### config.mk
export PLATFORM = sky130hd
export DESIGN_NAME = i2s_rx_deserializer_flat
export DESIGN_NICKNAME = d
export VERILOG_FILES = /design/src/rtl/i2s_pkg.sv /design/src/rtl/i2s_rx_deserializer_if.sv /design/src/rtl/i2s_sync_edge.sv /design/src/rtl/i2s_rx_deserializer.sv /design/src/flat_wrapper.sv
export SDC_FILE = /design/constraint.sdc
export NUM_CORES = 1
export LEC_CHECK = 0
export ABC_CLOCK_PERIOD_IN_PS = 5350
export BUFFER_PORTS_ARGS = -buffer_cell sky130_fd_sc_hd__buf_4
export CAP_MARGIN = 20
export CORE_MARGIN = 5
export CORE_UTILIZATION = 50
export DETAILED_ROUTE_END_ITERATION = 7
export GPL_ROUTABILITY_DRIVEN = 0
export PLACE_DENSITY = 0.79
export SKIP_CTS_REPAIR_TIMING = 1
export SYNTH_ARGS = -nofsm -noshare
export SYNTH_HDL_FRONTEND = slang
export SYNTH_HIERARCHICAL = 1
export SYNTH_SLANG_ARGS = --single-unit
### constraint.sdc
create_clock -name clk -period 5.35 [get_ports clk]
set_input_delay 1.3375 -clock clk [delete_from_list [all_inputs] [get_ports clk]]
set_output_delay 1.3375 -clock clk [all_outputs]
set_load 0.005 [all_outputs]
### src/rtl/i2s_pkg.sv
// Shared constants and types for the I2S receive path.
package i2s_pkg;

  localparam logic CH_LEFT  = 1'b0;
  localparam logic CH_RIGHT = 1'b1;

  localparam int SYNC_STAGES = 2;

  typedef enum logic [0:0] {
    IDLE  = 1'b0,
    SHIFT = 1'b1
  } rx_state_e;

endpackage

### src/rtl/i2s_rx_deserializer_if.sv
// Connection bundle between the I2S pins/enable source and the receive deserializer.
interface i2s_rx_deserializer_if #(
  parameter int OUT_WIDTH = 32
);

  logic                 enable;
  logic                 i2s_bclk;
  logic                 i2s_lrclk;
  logic                 i2s_sdata;
  logic [OUT_WIDTH-1:0] sample_data;
  logic                 sample_valid;
  logic                 sample_is_right;
  logic                 frame_error;
  logic                 sync_lost;

  modport master (
    output enable, i2s_bclk, i2s_lrclk, i2s_sdata,
    input  sample_data, sample_valid, sample_is_right, frame_error, sync_lost
  );

  modport slave (
    input  enable, i2s_bclk, i2s_lrclk, i2s_sdata,
    output sample_data, sample_valid, sample_is_right, frame_error, sync_lost
  );

endinterface

### src/rtl/i2s_sync_edge.sv
// Two-flop synchronizer for one asynchronous I2S line, plus a previous-value
// flop that yields rise and change strobes in the clk domain.
module i2s_sync_edge
  import i2s_pkg::*;
(
  input  logic clk,
  input  logic rst,
  input  logic d_i,
  output logic sync_o,
  output logic rise_o,
  output logic change_o
);

  logic [SYNC_STAGES-1:0] sync_q;
  logic                   prev_q;

  // NOTE: sequential state uses non-blocking assignments so every flop samples pre-edge values.
  always_ff @(posedge clk) begin
    if (rst) begin
      sync_q <= '0;
      prev_q <= 1'b0;
    end else begin
      sync_q <= {sync_q[SYNC_STAGES-2:0], d_i};
      prev_q <= sync_q[SYNC_STAGES-1];
    end
  end

  assign sync_o   = sync_q[SYNC_STAGES-1];
  assign rise_o   = sync_o & ~prev_q;
  assign change_o = sync_o ^ prev_q;

endmodule

### src/rtl/i2s_rx_deserializer.sv
// I2S receive front end: oversamples bclk/lrclk/sdata, deserializes MSB-first
// channel words and emits sign-extended samples with a one-cycle strobe.
module i2s_rx_deserializer
  import i2s_pkg::*;
#(
  parameter int SAMPLE_WIDTH   = 24,
  parameter int OUT_WIDTH      = 32,
  parameter int TIMEOUT_CYCLES = 64
) (
  input logic clk,
  input logic rst,
  i2s_rx_deserializer_if.slave bus
);

  localparam int CNT_W = $clog2(SAMPLE_WIDTH + 1);
  localparam int TO_W  = $clog2(TIMEOUT_CYCLES + 1);
  localparam logic [CNT_W-1:0] CNT_FULL = CNT_W'(SAMPLE_WIDTH);
  localparam logic [TO_W-1:0]  TO_LIMIT = TO_W'(TIMEOUT_CYCLES);

  logic bclk_rise, lrclk_sync, lrclk_change, sdata_sync, ws_edge;
  logic unused_bclk_sync, unused_bclk_change;
  logic unused_lrclk_rise, unused_sdata_rise, unused_sdata_change;

  rx_state_e               state_q, state_d;
  logic [CNT_W-1:0]        count_q, count_d;
  logic [SAMPLE_WIDTH-1:0] shift_q, shift_d;
  logic                    channel_q, channel_d;
  logic                    ws_pend_q, ws_pend_d;
  logic [TO_W-1:0]         to_cnt_q, to_cnt_d;
  logic                    done_q, done_d;
  logic                    done_ch_q, done_ch_d;
  logic                    ferr_q, ferr_d;
  logic [OUT_WIDTH-1:0]    sample_data_q, sample_data_d;
  logic                    sample_valid_q, sample_valid_d;
  logic                    sample_is_right_q, sample_is_right_d;
  logic                    frame_error_q, frame_error_d;
  logic                    sync_lost_q, sync_lost_d;

  i2s_sync_edge u_bclk_sync (
    .clk(clk), .rst(rst), .d_i(bus.i2s_bclk),
    .sync_o(unused_bclk_sync), .rise_o(bclk_rise), .change_o(unused_bclk_change)
  );

  i2s_sync_edge u_lrclk_sync (
    .clk(clk), .rst(rst), .d_i(bus.i2s_lrclk),
    .sync_o(lrclk_sync), .rise_o(unused_lrclk_rise), .change_o(lrclk_change)
  );

  i2s_sync_edge u_sdata_sync (
    .clk(clk), .rst(rst), .d_i(bus.i2s_sdata),
    .sync_o(sdata_sync), .rise_o(unused_sdata_rise), .change_o(unused_sdata_change)
  );

  // A word-select change only counts at the bclk rise that first sees it.
  assign ws_edge = bclk_rise & (ws_pend_q | lrclk_change);

  // NOTE: every next-state signal gets a default first, so no path through the block can infer a latch.
  always_comb begin
    state_d           = state_q;
    count_d           = count_q;
    shift_d           = shift_q;
    channel_d         = channel_q;
    to_cnt_d          = to_cnt_q;
    done_ch_d         = done_ch_q;
    sample_data_d     = sample_data_q;
    sample_is_right_d = sample_is_right_q;
    sync_lost_d       = sync_lost_q;
    done_d            = 1'b0;
    ferr_d            = 1'b0;
    sample_valid_d    = 1'b0;
    frame_error_d     = ferr_q & bus.enable;
    ws_pend_d         = bclk_rise ? 1'b0 : (ws_pend_q | lrclk_change);

    // Shift register is stable here: bclk rises are at least 4 clk apart.
    if (done_q && bus.enable) begin
      sample_data_d     = OUT_WIDTH'($signed(shift_q));
      sample_is_right_d = (done_ch_q == CH_RIGHT);
      sample_valid_d    = 1'b1;
    end

    if (!bus.enable) begin
      state_d = IDLE;
      count_d = '0;
    end else begin
      if (bclk_rise)                to_cnt_d = '0;
      else if (to_cnt_q != TO_LIMIT) to_cnt_d = to_cnt_q + TO_W'(1);

      case (state_q)
        IDLE: begin
          if (ws_edge) begin
            channel_d   = lrclk_sync;
            count_d     = '0;
            state_d     = SHIFT;
            sync_lost_d = 1'b0;
          end
        end
        SHIFT: begin
          if (bclk_rise) begin
            if (count_q < CNT_FULL) begin
              shift_d = (shift_q << 1) | SAMPLE_WIDTH'(sdata_sync);
              count_d = count_q + CNT_W'(1);
              if (count_d == CNT_FULL) begin
                done_d    = 1'b1;
                done_ch_d = channel_q;
              end
            end
            if (ws_edge) begin
              ferr_d    = (count_d < CNT_FULL);
              channel_d = lrclk_sync;
              count_d   = '0;
            end
          end
        end
        default: state_d = IDLE;
      endcase

      if (to_cnt_d == TO_LIMIT) begin
        sync_lost_d = 1'b1;
        state_d     = IDLE;
        count_d     = '0;
      end
    end
  end

  always_ff @(posedge clk) begin
    if (rst) begin
      state_q           <= IDLE;
      count_q           <= '0;
      shift_q           <= '0;
      channel_q         <= CH_LEFT;
      ws_pend_q         <= 1'b0;
      to_cnt_q          <= '0;
      done_q            <= 1'b0;
      done_ch_q         <= CH_LEFT;
      ferr_q            <= 1'b0;
      sample_data_q     <= '0;
      sample_valid_q    <= 1'b0;
      sample_is_right_q <= 1'b0;
      frame_error_q     <= 1'b0;
      sync_lost_q       <= 1'b0;
    end else begin
      state_q           <= state_d;
      count_q           <= count_d;
      shift_q           <= shift_d;
      channel_q         <= channel_d;
      ws_pend_q         <= ws_pend_d;
      to_cnt_q          <= to_cnt_d;
      done_q            <= done_d;
      done_ch_q         <= done_ch_d;
      ferr_q            <= ferr_d;
      sample_data_q     <= sample_data_d;
      sample_valid_q    <= sample_valid_d;
      sample_is_right_q <= sample_is_right_d;
      frame_error_q     <= frame_error_d;
      sync_lost_q       <= sync_lost_d;
    end
  end

  assign bus.sample_data     = sample_data_q;
  assign bus.sample_valid    = sample_valid_q;
  assign bus.sample_is_right = sample_is_right_q;
  assign bus.frame_error     = frame_error_q;
  assign bus.sync_lost       = sync_lost_q;

endmodule
### src/flat_wrapper.sv
// flat-port wrapper written by rule: the top's interface ports become plain ports
module i2s_rx_deserializer_flat import i2s_pkg::*;
#(
  parameter int SAMPLE_WIDTH   = 24,
  parameter int OUT_WIDTH      = 32,
  parameter int TIMEOUT_CYCLES = 64
)
  (clk, rst, bus_enable, bus_i2s_bclk, bus_i2s_lrclk, bus_i2s_sdata, bus_sample_data, bus_sample_valid, bus_sample_is_right, bus_frame_error, bus_sync_lost);
  i2s_rx_deserializer_if #(.OUT_WIDTH(OUT_WIDTH)) bus_i ();
  input logic clk;
  input logic rst;
  input wire logic [$bits(bus_i.enable)-1:0] bus_enable;
  input wire logic [$bits(bus_i.i2s_bclk)-1:0] bus_i2s_bclk;
  input wire logic [$bits(bus_i.i2s_lrclk)-1:0] bus_i2s_lrclk;
  input wire logic [$bits(bus_i.i2s_sdata)-1:0] bus_i2s_sdata;
  output wire logic [$bits(bus_i.sample_data)-1:0] bus_sample_data;
  output wire logic [$bits(bus_i.sample_valid)-1:0] bus_sample_valid;
  output wire logic [$bits(bus_i.sample_is_right)-1:0] bus_sample_is_right;
  output wire logic [$bits(bus_i.frame_error)-1:0] bus_frame_error;
  output wire logic [$bits(bus_i.sync_lost)-1:0] bus_sync_lost;
  assign bus_i.enable = bus_enable;
  assign bus_i.i2s_bclk = bus_i2s_bclk;
  assign bus_i.i2s_lrclk = bus_i2s_lrclk;
  assign bus_i.i2s_sdata = bus_i2s_sdata;
  assign bus_sample_data = bus_i.sample_data;
  assign bus_sample_valid = bus_i.sample_valid;
  assign bus_sample_is_right = bus_i.sample_is_right;
  assign bus_frame_error = bus_i.frame_error;
  assign bus_sync_lost = bus_i.sync_lost;
  i2s_rx_deserializer #(.SAMPLE_WIDTH(SAMPLE_WIDTH), .OUT_WIDTH(OUT_WIDTH), .TIMEOUT_CYCLES(TIMEOUT_CYCLES)) u_core (.clk(clk), .rst(rst), .bus(bus_i));
endmodule
==> metrics.md <==
| Metric | Value |
|---|---|
| Outcome | `finished clean` |
| CTS Sinks | `78` |
| Critical path type | `flop to flop` |
| Multi-input logic area | `1340 um^2` |
| Clock root cell | `clkbuf_8` |
| Period Utilization, post-route | `0.454` |
| CP max FO | `24` |
| Max cap viols | `0` |
| Slew Limit Fails | `0` |
| Clk_skew | `0.00927 ns` |
| TritonCTS clock tree | `yes` |
| Hold depth | `1` |
| Hold Slack | `0.431 ns` |
| Largest net degree at the start of global routing | `73` |
| Global-route wire length before repair | `between 9 and 10 mm` |
| Initial core utilization | `0.516` |
| Lkg Pwr | `1.30 nW` |
| R2R cell count | `7` |
| Slew @ Worst Pin | `0.811 ns` |
| Slowest stage delay, CP | `0.56 ns` |
| WP data required | `5.54 ns` |
| RSZ-0062 raised after global routing | `no` |
| Fillers | `537` |
| Vias per inst | `approximately 5.2` |
| WL/cell | `about 12 um` |
| Wirelength, routed | `approximately 6 mm` |
| Final setup violating endpoints | `0` |
| Syn Nets | `384` |
| Top cell family by delay on the critical path | `simple AND/OR/NAND/NOR gates` |
| Final min period | `2.43 ns` |
| Worst slack, placed | `2.75 ns` |
| TritonCTS Buffers | `9` |
| Layout Nets | `408` |
| Pwr Total | `1.08 mW` |
| Critical path's most frequent cell | `nand2_1` |
| YS warnings | `6` |
| Final core utilization | `0.597` |
| Clk Latency, worst-skew pair | `0.35 ns` |
| CP Capture Type | `flop` |
| P per Cell Area | `304 nW/um^2` |
| Final hold vios | `0` |
| DIE WIDTH | `88.4 um` |
| Initial antenna violation count | `0` |
| H-Tree Depth | `3` |
| Syn Area/Cell | `8.24 um^2` |
| CTS clock-pin slew for the worst setup and hold paths | `0.07 ns` |
| Synth Instances | `373` |
| Total grt overflow | `0` |
| DP Area | `3340 um^2` |
| Worst EP arrival | `2.62 ns` |
| Iter 0 DRT Violations | `172` |
| Placed Cells | `461` |
| Drt first pass iters | `4` |
| Area Overhead vs Synth | `15.8%` |
| Row count | `28` |
| Die ar. | `around 7800 um^2` |
| PortBufs | `just over 40` |
| Slew HR | `0.458` |
| Vias | `2,471` |
| IR drop worst, VDD | `roughly 0.00022 V` |
| Layout cells sized above 1 | `0.159` |
| Post-route insts no fill | `477` |
| Hold Path Class | `flop to flop` |
| Critical Path Source Type | `flop` |
| Core area | `5960 um^2` |
| CP max stage cell | `nand2_1` |
| Number of remaining DRC errors | `0` |
| Post-Route Setup TNS | `0 ns` |
| Final antenna-violating net count | `0` |
| Design Area, Final | `between 3000 and 4000 um^2` |
| Dpl hpwl | `3.90 mm` |
| CP cell instances | `inv_1 > ha_1 > nand2_1 > a21oi_1 > nand2_1 > nand2_1 > a21oi_1` |
| Setup ws final | `2.92 ns` |
| Global Route Usage Sum | `0.161` |
| Seq. cell area | `between 1500 and 2000 um^2` |
| Clk buf depth | `2` |
| Worst path depth | `7` |
| Number of global-route vias before repair | `2,305` |
| Antenna Cells | `0` |
| Post-synth design cell area | `3070 um^2` |
| Ports | `42` |
| Die Height | `88.4 um` |
| Worst Path Buf+Inv | `1` |
| Achievable Freq | `just over 400 MHz` |
-- worst reg2reg max path, delay by kind of cell (launching register included) --
family,cells,cell delay [ns]
AOI/OAI and AO/OA,2,0.49
DFF,1,0.30
and+or+nand+nor,3,0.94
adders and majority gates,1,0.50
buffers and inverters,1,0.05
-- layer usage --
metal,GRT usage,share of wire
met1,0.203,0.47
met2,0.258,0.46
met3,0.0289,0.054
met4,0.0989,0.018
met5,0,0
-- flip-flops by register name, indices dropped and copies added, names as in the netlist, 2 cells and up --
signal / flops
u_core/u_bclk_sync/sync_q: 2
u_core/shift_q: 24
u_core/u_sdata_sync/sync_q: 2
u_core/u_lrclk_sync/sync_q: 2
u_core/bus.sample_data: 24
u_core/to_cnt_q: 7
u_core/count_q: 5
-- final cells by class --
cell class	instances	area share
Clock buffer	12	0.0464
Timing Repair Buffer	42	0.0886
Tap cell	75	0.0264
Clock inverter	4	0.0151
Sequential cell	78	0.439
Inverter	7	0.00738
Multi-Input combinational cell	259	0.377
-- where the power goes --
part,internal (mW),switching [mW],total [mW]
registers,0.584,0.00378,0.588
clock network,0.254,0.208,0.462
logic,0.0105,0.0219,0.0324
total,0.849,0.233,1.08
-- layout by cell type (no fill, tap or decap), drive strengths merged, types with 5 or more instances in the layout --
cell type    n
nor2        19
nor3         7
nor2b        9
dfxtp       78
buf         42
ha           5
clkbuf      12
a21oi       55
o21ai        8
inv          7
nand2      115
-- final timing paths --
path	slack [ns]	to	startpoint
setup / recovery	2.92	u_core/shift_q[0]	u_core/u_bclk_sync/prev_q
hold / removal	0.43	u_core/bus.frame_error	u_core/ferr_q
setup reg to reg	2.92	u_core/shift_q[0]	u_core/u_bclk_sync/prev_q
hold reg to reg	0.43	u_core/bus.frame_error	u_core/ferr_q
Note: power is estimated with default switching activity, not from simulation.
